<file path="src/rtl/mem_arb_pkg.sv">
// rtl/mem_arb_pkg.sv - shared types and defaults for the memory access arbiter
package mem_arb_pkg;

    localparam int DEFAULT_DEPTH  = 128;
    localparam int DEFAULT_DATA_W = 8;

    typedef enum logic [1:0] {IDLE, ACCESS, WAIT, DONE} state_t;
    typedef enum logic {SPI, HOST} owner_t;

endpackage

</file>
<file path="src/rtl/mem_access_arbiter_if.sv">
// rtl/mem_access_arbiter_if.sv - requester handshakes and RAM port of the arbiter
interface mem_access_arbiter_if #(
    parameter int DATA_W = 8,
    parameter int AW     = 7
);
    logic              spiReq;
    logic              spiWrite;
    logic [7:0]        spiAddr;
    logic [DATA_W-1:0] spiWdata;
    logic              spiAck;
    logic              spiErr;

    logic              hostReq;
    logic              hostWrite;
    logic [7:0]        hostAddr;
    logic [DATA_W-1:0] hostWdata;
    logic              hostAck;
    logic              hostErr;

    logic [DATA_W-1:0] rdata;
    logic              busy;

    logic              memEn;
    logic              memWe;
    logic [AW-1:0]     memAddr;
    logic [DATA_W-1:0] memWdata;
    logic [DATA_W-1:0] memRdata;

    modport master (
        output spiReq, spiWrite, spiAddr, spiWdata,
        input  spiAck, spiErr,
        output hostReq, hostWrite, hostAddr, hostWdata,
        input  hostAck, hostErr,
        input  rdata, busy,
        input  memEn, memWe, memAddr, memWdata,
        output memRdata
    );

    modport slave (
        input  spiReq, spiWrite, spiAddr, spiWdata,
        output spiAck, spiErr,
        input  hostReq, hostWrite, hostAddr, hostWdata,
        output hostAck, hostErr,
        output rdata, busy,
        output memEn, memWe, memAddr, memWdata,
        input  memRdata
    );

endinterface

</file>
<file path="src/rtl/rr_arb2.sv">
// rtl/rr_arb2.sv - combinational two-way round-robin pick
module rr_arb2
    import mem_arb_pkg::*;
(
    input  logic   spiReq,
    input  logic   hostReq,
    input  owner_t lastGrant,
    output owner_t winner,
    output logic   anyReq
);

    // On a tie the side that did not win last time goes next.
    always_comb begin
        winner = SPI;
        if (spiReq && hostReq) begin
            winner = (lastGrant == SPI) ? HOST : SPI;
        end else if (hostReq) begin
            winner = HOST;
        end
    end

    assign anyReq = spiReq | hostReq;

endmodule

</file>
<file path="src/rtl/mem_access_arbiter.sv">
// rtl/mem_access_arbiter.sv - shares a sync-read register RAM between SPI and host
module mem_access_arbiter
    import mem_arb_pkg::*;
#(
    parameter int DEPTH  = DEFAULT_DEPTH,
    parameter int DATA_W = DEFAULT_DATA_W,
    parameter int AW     = $clog2(DEPTH)
) (
    input  logic clk,
    input  logic reset,
    mem_access_arbiter_if.slave bus
);

    state_t            state;
    owner_t            owner;
    owner_t            last_grant;
    owner_t            winner;
    logic              any_req;
    logic              wr_q;
    logic              oor_q;
    logic              req_write;
    logic [7:0]        req_addr;
    logic [DATA_W-1:0] req_wdata;
    logic              req_oor;

    rr_arb2 u_rr_arb2 (
        .spiReq    (bus.spiReq),
        .hostReq   (bus.hostReq),
        .lastGrant (last_grant),
        .winner    (winner),
        .anyReq    (any_req)
    );

    always_comb begin
        req_write = bus.spiWrite;
        req_addr  = bus.spiAddr;
        req_wdata = bus.spiWdata;
        if (winner == HOST) begin
            req_write = bus.hostWrite;
            req_addr  = bus.hostAddr;
            req_wdata = bus.hostWdata;
        end
    end

    assign req_oor = ({24'd0, req_addr} >= 32'(DEPTH));

    always_ff @(posedge clk or posedge reset) begin
        if (reset) begin
            state        <= IDLE;
            owner        <= SPI;
            last_grant   <= HOST;
            wr_q         <= 1'b0;
            oor_q        <= 1'b0;
            bus.busy     <= 1'b0;
            bus.memEn    <= 1'b0;
            bus.memWe    <= 1'b0;
            bus.memAddr  <= '0;
            bus.memWdata <= '0;
            bus.rdata    <= '0;
            bus.spiAck   <= 1'b0;
            bus.spiErr   <= 1'b0;
            bus.hostAck  <= 1'b0;
            bus.hostErr  <= 1'b0;
        end else begin
            case (state)
                IDLE: begin
                    // Strobes are registered here so they are clean for the whole ACCESS cycle.
                    if (any_req) begin
                        state        <= ACCESS;
                        owner        <= winner;
                        last_grant   <= winner;
                        wr_q         <= req_write;
                        oor_q        <= req_oor;
                        bus.busy     <= 1'b1;
                        bus.memEn    <= !req_oor;
                        bus.memWe    <= req_write & !req_oor;
                        bus.memAddr  <= req_addr[AW-1:0];
                        bus.memWdata <= req_wdata;
                    end
                end
                ACCESS: begin
                    state     <= WAIT;
                    bus.memEn <= 1'b0;
                    bus.memWe <= 1'b0;
                end
                WAIT: begin
                    state       <= DONE;
                    bus.rdata   <= (!wr_q && !oor_q) ? bus.memRdata : '0;
                    bus.spiAck  <= (owner == SPI);
                    bus.spiErr  <= (owner == SPI) && oor_q;
                    bus.hostAck <= (owner == HOST);
                    bus.hostErr <= (owner == HOST) && oor_q;
                end
                DONE: begin
                    state       <= IDLE;
                    bus.busy    <= 1'b0;
                    bus.spiAck  <= 1'b0;
                    bus.spiErr  <= 1'b0;
                    bus.hostAck <= 1'b0;
                    bus.hostErr <= 1'b0;
                end
                default: state <= IDLE;
            endcase
        end
    end

endmodule

</file>
<file path="src/flat_wrapper.sv">
// flat-port wrapper written by rule: the top's interface ports become plain ports
module mem_access_arbiter_flat import mem_arb_pkg::*;
#(
    parameter int DEPTH  = DEFAULT_DEPTH,
    parameter int DATA_W = DEFAULT_DATA_W,
    parameter int AW     = $clog2(DEPTH)
)
  (clk, reset, bus_spiReq, bus_spiWrite, bus_spiAddr, bus_spiWdata, bus_spiAck, bus_spiErr, bus_hostReq, bus_hostWrite, bus_hostAddr, bus_hostWdata, bus_hostAck, bus_hostErr, bus_rdata, bus_busy, bus_memEn, bus_memWe, bus_memAddr, bus_memWdata, bus_memRdata);
  mem_access_arbiter_if #(.DATA_W(DATA_W), .AW(AW)) bus_i ();
  input  logic clk;
  input  logic reset;
  input wire logic [$bits(bus_i.spiReq)-1:0] bus_spiReq;
  input wire logic [$bits(bus_i.spiWrite)-1:0] bus_spiWrite;
  input wire logic [$bits(bus_i.spiAddr)-1:0] bus_spiAddr;
  input wire logic [$bits(bus_i.spiWdata)-1:0] bus_spiWdata;
  output wire logic [$bits(bus_i.spiAck)-1:0] bus_spiAck;
  output wire logic [$bits(bus_i.spiErr)-1:0] bus_spiErr;
  input wire logic [$bits(bus_i.hostReq)-1:0] bus_hostReq;
  input wire logic [$bits(bus_i.hostWrite)-1:0] bus_hostWrite;
  input wire logic [$bits(bus_i.hostAddr)-1:0] bus_hostAddr;
  input wire logic [$bits(bus_i.hostWdata)-1:0] bus_hostWdata;
  output wire logic [$bits(bus_i.hostAck)-1:0] bus_hostAck;
  output wire logic [$bits(bus_i.hostErr)-1:0] bus_hostErr;
  output wire logic [$bits(bus_i.rdata)-1:0] bus_rdata;
  output wire logic [$bits(bus_i.busy)-1:0] bus_busy;
  output wire logic [$bits(bus_i.memEn)-1:0] bus_memEn;
  output wire logic [$bits(bus_i.memWe)-1:0] bus_memWe;
  output wire logic [$bits(bus_i.memAddr)-1:0] bus_memAddr;
  output wire logic [$bits(bus_i.memWdata)-1:0] bus_memWdata;
  input wire logic [$bits(bus_i.memRdata)-1:0] bus_memRdata;
  assign bus_i.spiReq = bus_spiReq;
  assign bus_i.spiWrite = bus_spiWrite;
  assign bus_i.spiAddr = bus_spiAddr;
  assign bus_i.spiWdata = bus_spiWdata;
  assign bus_spiAck = bus_i.spiAck;
  assign bus_spiErr = bus_i.spiErr;
  assign bus_i.hostReq = bus_hostReq;
  assign bus_i.hostWrite = bus_hostWrite;
  assign bus_i.hostAddr = bus_hostAddr;
  assign bus_i.hostWdata = bus_hostWdata;
  assign bus_hostAck = bus_i.hostAck;
  assign bus_hostErr = bus_i.hostErr;
  assign bus_rdata = bus_i.rdata;
  assign bus_busy = bus_i.busy;
  assign bus_memEn = bus_i.memEn;
  assign bus_memWe = bus_i.memWe;
  assign bus_memAddr = bus_i.memAddr;
  assign bus_memWdata = bus_i.memWdata;
  assign bus_i.memRdata = bus_memRdata;
  mem_access_arbiter #(.DEPTH(DEPTH), .DATA_W(DATA_W), .AW(AW)) u_core (.clk(clk), .reset(reset), .bus(bus_i));
endmodule
</file>
<file path="config.mk">
export PLATFORM = sky130hd
export DESIGN_NAME = mem_access_arbiter_flat
export DESIGN_NICKNAME = d
export VERILOG_FILES = /design/src/rtl/mem_arb_pkg.sv /design/src/rtl/mem_access_arbiter_if.sv /design/src/rtl/rr_arb2.sv /design/src/rtl/mem_access_arbiter.sv /design/src/flat_wrapper.sv
export SDC_FILE = /design/constraint.sdc
export NUM_CORES = 1
export LEC_CHECK = 0
export CORE_ASPECT_RATIO = 0.7
export CORE_UTILIZATION = 45
export DETAILED_ROUTE_END_ITERATION = 8
export PLACE_DENSITY = 0.92
export SLEW_MARGIN = 40
export SYNTH_ARGS = -nofsm -noshare
export SYNTH_HDL_FRONTEND = slang
export SYNTH_SLANG_ARGS = --single-unit
</file>
<file path="constraint.sdc">
create_clock -name clk -period 2.42 [get_ports clk]
set_input_delay 0.605 -clock clk [delete_from_list [all_inputs] [get_ports clk]]
set_output_delay 0.605 -clock clk [all_outputs]
set_load 0.02 [all_outputs]
</file>
==> run_results.csv <==
group,metric,value,unit
clock_network,clock_latency,290,ps
logic_synthesis,synth-edff-count,0,
logic_synthesis,syn_area_per_cell,10.6,um2
worst_setup_path,startpoint_type,"input pin",
grt,grt_pass1_vias,1290,
clock_network,clkTransAtPathRegs,80,ps
worst_setup_path,rr_worst_depth,4,
logic_synthesis,syn-num-nets,213,
clock_network,cts_root_buf,"clkbuf_8",
min_path,hp-start,"u_core.bus.memWdata[3]$_DFFE_PP0P_",
logic_synthesis,yosys-top-cells-count,"dfrtp_1, mux2i_1, nand2_1, o21ai_1, inv_1",
clock_network,cts.sinks,36,
grt,antenna_found_initial,0,
floorplan,num_io_pins,76,
detailed_routing,drc_errors,0,
detailed_routing,num_vias,1420,
timing,drv_slew,0,
worst_setup_path,crit_fanout,7,
outcome,status,"finished clean",
logic_synthesis,synth_area,1720,um2
worst_setup_path,worstSetupPathType,"input pin to flip-flop",
final_layout,nets,290,
power_and_ir_drop,power_density,1160,nW/um2
timing,finalSetupViolations,0,
grt,grt_first_pass_wirelength,5.86,mm
worst_setup_path,crit_path_end_kind,"flip-flop",
final_layout,drive_gt1_frac,0.0708,
detailed_routing,drtIter0Drc,69,
detailed_routing,totalWireLength,3.67,mm
floorplan,die_w,75.8,um
logic_synthesis,synth_fa_ha_area_frac,0.0364,
logic_synthesis,synth.top_cell.area_share,0.510,
timing,tightest_slew,694,ps
flow_run,drv_cap,0,
final_layout,n_fill_cell,281,
clock_network,cts_tree,"yes",
timing,tns,0,ps
floorplan,rows,18,
floorplan,die_h,53.7,um
final_layout,multi_input_comb_area,689,um2
logic_synthesis,syn_inst,162,
timing,worst_slack,445,ps
grt,grt_max_degree,37,
min_path,hold_path.class,"flip-flop to flip-flop",
placement,place.gp.congestion,0.764,
detailed_routing,dr.pass1.iters,4,
logic_synthesis,ys_types,30,
timing,fin_crit,1970,ps
floorplan,core_region_area,3580,um2
power_and_ir_drop,max-vdd-ir-drop,0.648,mV
timing,grt_setup_unrepaired,"false",
placement,io_buffers,75,
placement,dp_hpwl,2.73,mm
logic_synthesis,synth-seq-cells,36,
power_and_ir_drop,p_leak,1.13,nW
worst_setup_path,reg2reg_from,"u_core.state[0]$_DFFE_PP0P_",
detailed_routing,drt-vias-per-instance,4.90,
worst_setup_path,regToRegEndpoint,"u_core.state[1]$_DFFE_PP0P_",
logic_synthesis,yosys-top-cells-area,"dfrtp_1, mux2i_1, o21ai_1",
clock_network,ctsHtreeMaxLevel,2,
logic_synthesis,synth-main-ff-cell,"dfrtp_1",
clock_network,cts_buffers,5,
final_layout,antenna_cells,0,
clock_network,cts_resized,0,
timing,fmax,506,MHz
floorplan,start_util,0.479,
grt,track_usage,0.198,
min_path,min_to,"u_core.bus.memWdata[3]$_DFFE_PP0P_",
floorplan,dieArea,4070,um2
clock_network,clockBufferDepth,2,
logic_synthesis,synth_xor_area_frac,0,
worst_setup_path,ff2ff_setup_slack,580,ps
min_path,hold_depth,2,
final_layout,fin_util,0.722,
placement,dp_slack,118,ps
logic_synthesis,synthMuxAreaShare,0.112,
worst_setup_path,worstPathArrival,2160,ps
detailed_routing,ant_nets,0,
power_and_ir_drop,power,3.00,mW
logic_synthesis,yosysWarnings,0,
logic_synthesis,synth_top_family_by_area,"compound AO/OA/AOI/OAI gates",
clock_network,postCtsHoldBufs,0,
detailed_routing,wl_per_cell,12.6,um
timing,max_slew_margin,0.538,
logic_synthesis,synth.most_common_cell,"dfrtp_1",
timing,hold_violations,0,
timing,timing.final.crit_share,0.816,
logic_synthesis,ys_seq_area_frac,0.526,
logic_synthesis,synthSimpleGateAreaFrac,0.108,
timing,clock_skew,8.42,ps
logic_synthesis,async_reset_ff_frac,1.00,
grt,overflow,0,
final_layout,regArea,902,um2
logic_synthesis,synth_area_leader_cell,"dfrtp_1",
final_layout,syn_to_final_growth,50.7,%
worst_setup_path,cp_data_required_time,2600,ps
clock_network,cts_setup_buffers,0,
logic_synthesis,synth_compound_area_frac,0.146,
[logic make-up after synthesis]
kind of cell,count (synthesis)
compound gates,40
simple gates,40
flops,36
buf+inv,22
mux,19
fa+ha+maj,5
[where the power goes]
part           total, mW  switching (mW)  internal (mW)
sequential          1.04           0.167          0.878
clock              0.443           0.212          0.231
combinational       1.52           0.800          0.715
total               3.00            1.18           1.82
[layout by cell type, fill, tap and decap left out, types with 2 or more instances in the layout]
master           instances
nand2_1                 18
clkbuf_8                 6
nor3_1                   2
nand2b_1                 2
inv_1                   13
a22o_1                   2
nand3_1                 10
mux2i_1                 18
dfrtp_1                 35
nor2_1                   5
o21ai_1                 18
buf_4                    2
o21ai_0                  7
ha_1                     5
clkdlybuf4s50_1         75
a21oi_1                  6
[metal layers]
layer	part of all wire	GRT usage
met5	0	0
met1	0.47	0.252
met3	0.10	0.0805
met4	0.0060	0.0648
met2	0.42	0.308
[sequential cells by signal (all words and copies together) (netlist names), 2 cells and up]
signal,flops
u_core.bus.memAddr,7
u_core.bus.memWdata,8
u_core.bus.rdata,8
u_core.state,2
[worst max-delay path by stage]
stage / startpoint / endpoint / slack (ps)
floorplan: u_core.state[0]$_DFFE_PP0P_ / u_core.state[1]$_DFFE_PP0P_ / 900
global placement: bus_hostReq / u_core.bus.memWe$_DFFE_PP0P_ / 260
detailed placement: bus_hostReq / u_core.bus.memWe$_DFFE_PP0P_ / 120
CTS: bus_hostReq / u_core.bus.memWe$_DFFE_PP0P_ / 440
global route: bus_hostReq / u_core.bus.memWe$_DFFE_PP0P_ / 340
finish: bus_hostReq / u_core.bus.memWe$_DFFE_PP0P_ / 450
[final cells by class]
class / count / area share
clock buffer: 7 / 0.0334
clock inverter: 1 / 0.00290
inverter: 14 / 0.0203
multi-input combinational: 104 / 0.267
sequential: 36 / 0.349
tap: 50 / 0.0242
timing repair buffer: 78 / 0.304
[metrics by stage]
stage | area [um2] | hold slack (ps) | std cells
4_1_cts | 2590 | 492 | 290
2_1_floorplan | 1720 | 451 | 162
6_report | 2590 | 485 | 290
3_5_place_dp | 2490 | 475 | 282
5_1_grt | 2590 | 510 | 290
3_3_place_gp | 2490 | 466 | 282
[worst max-delay path, stage by stage]
cell             delay [ps]
clkdlybuf4s50_1         570
a21boi_4                380
mux2i_1                 330
nor3_1                   90
a22o_1                  180
Power figures use the tool's default switching activity.
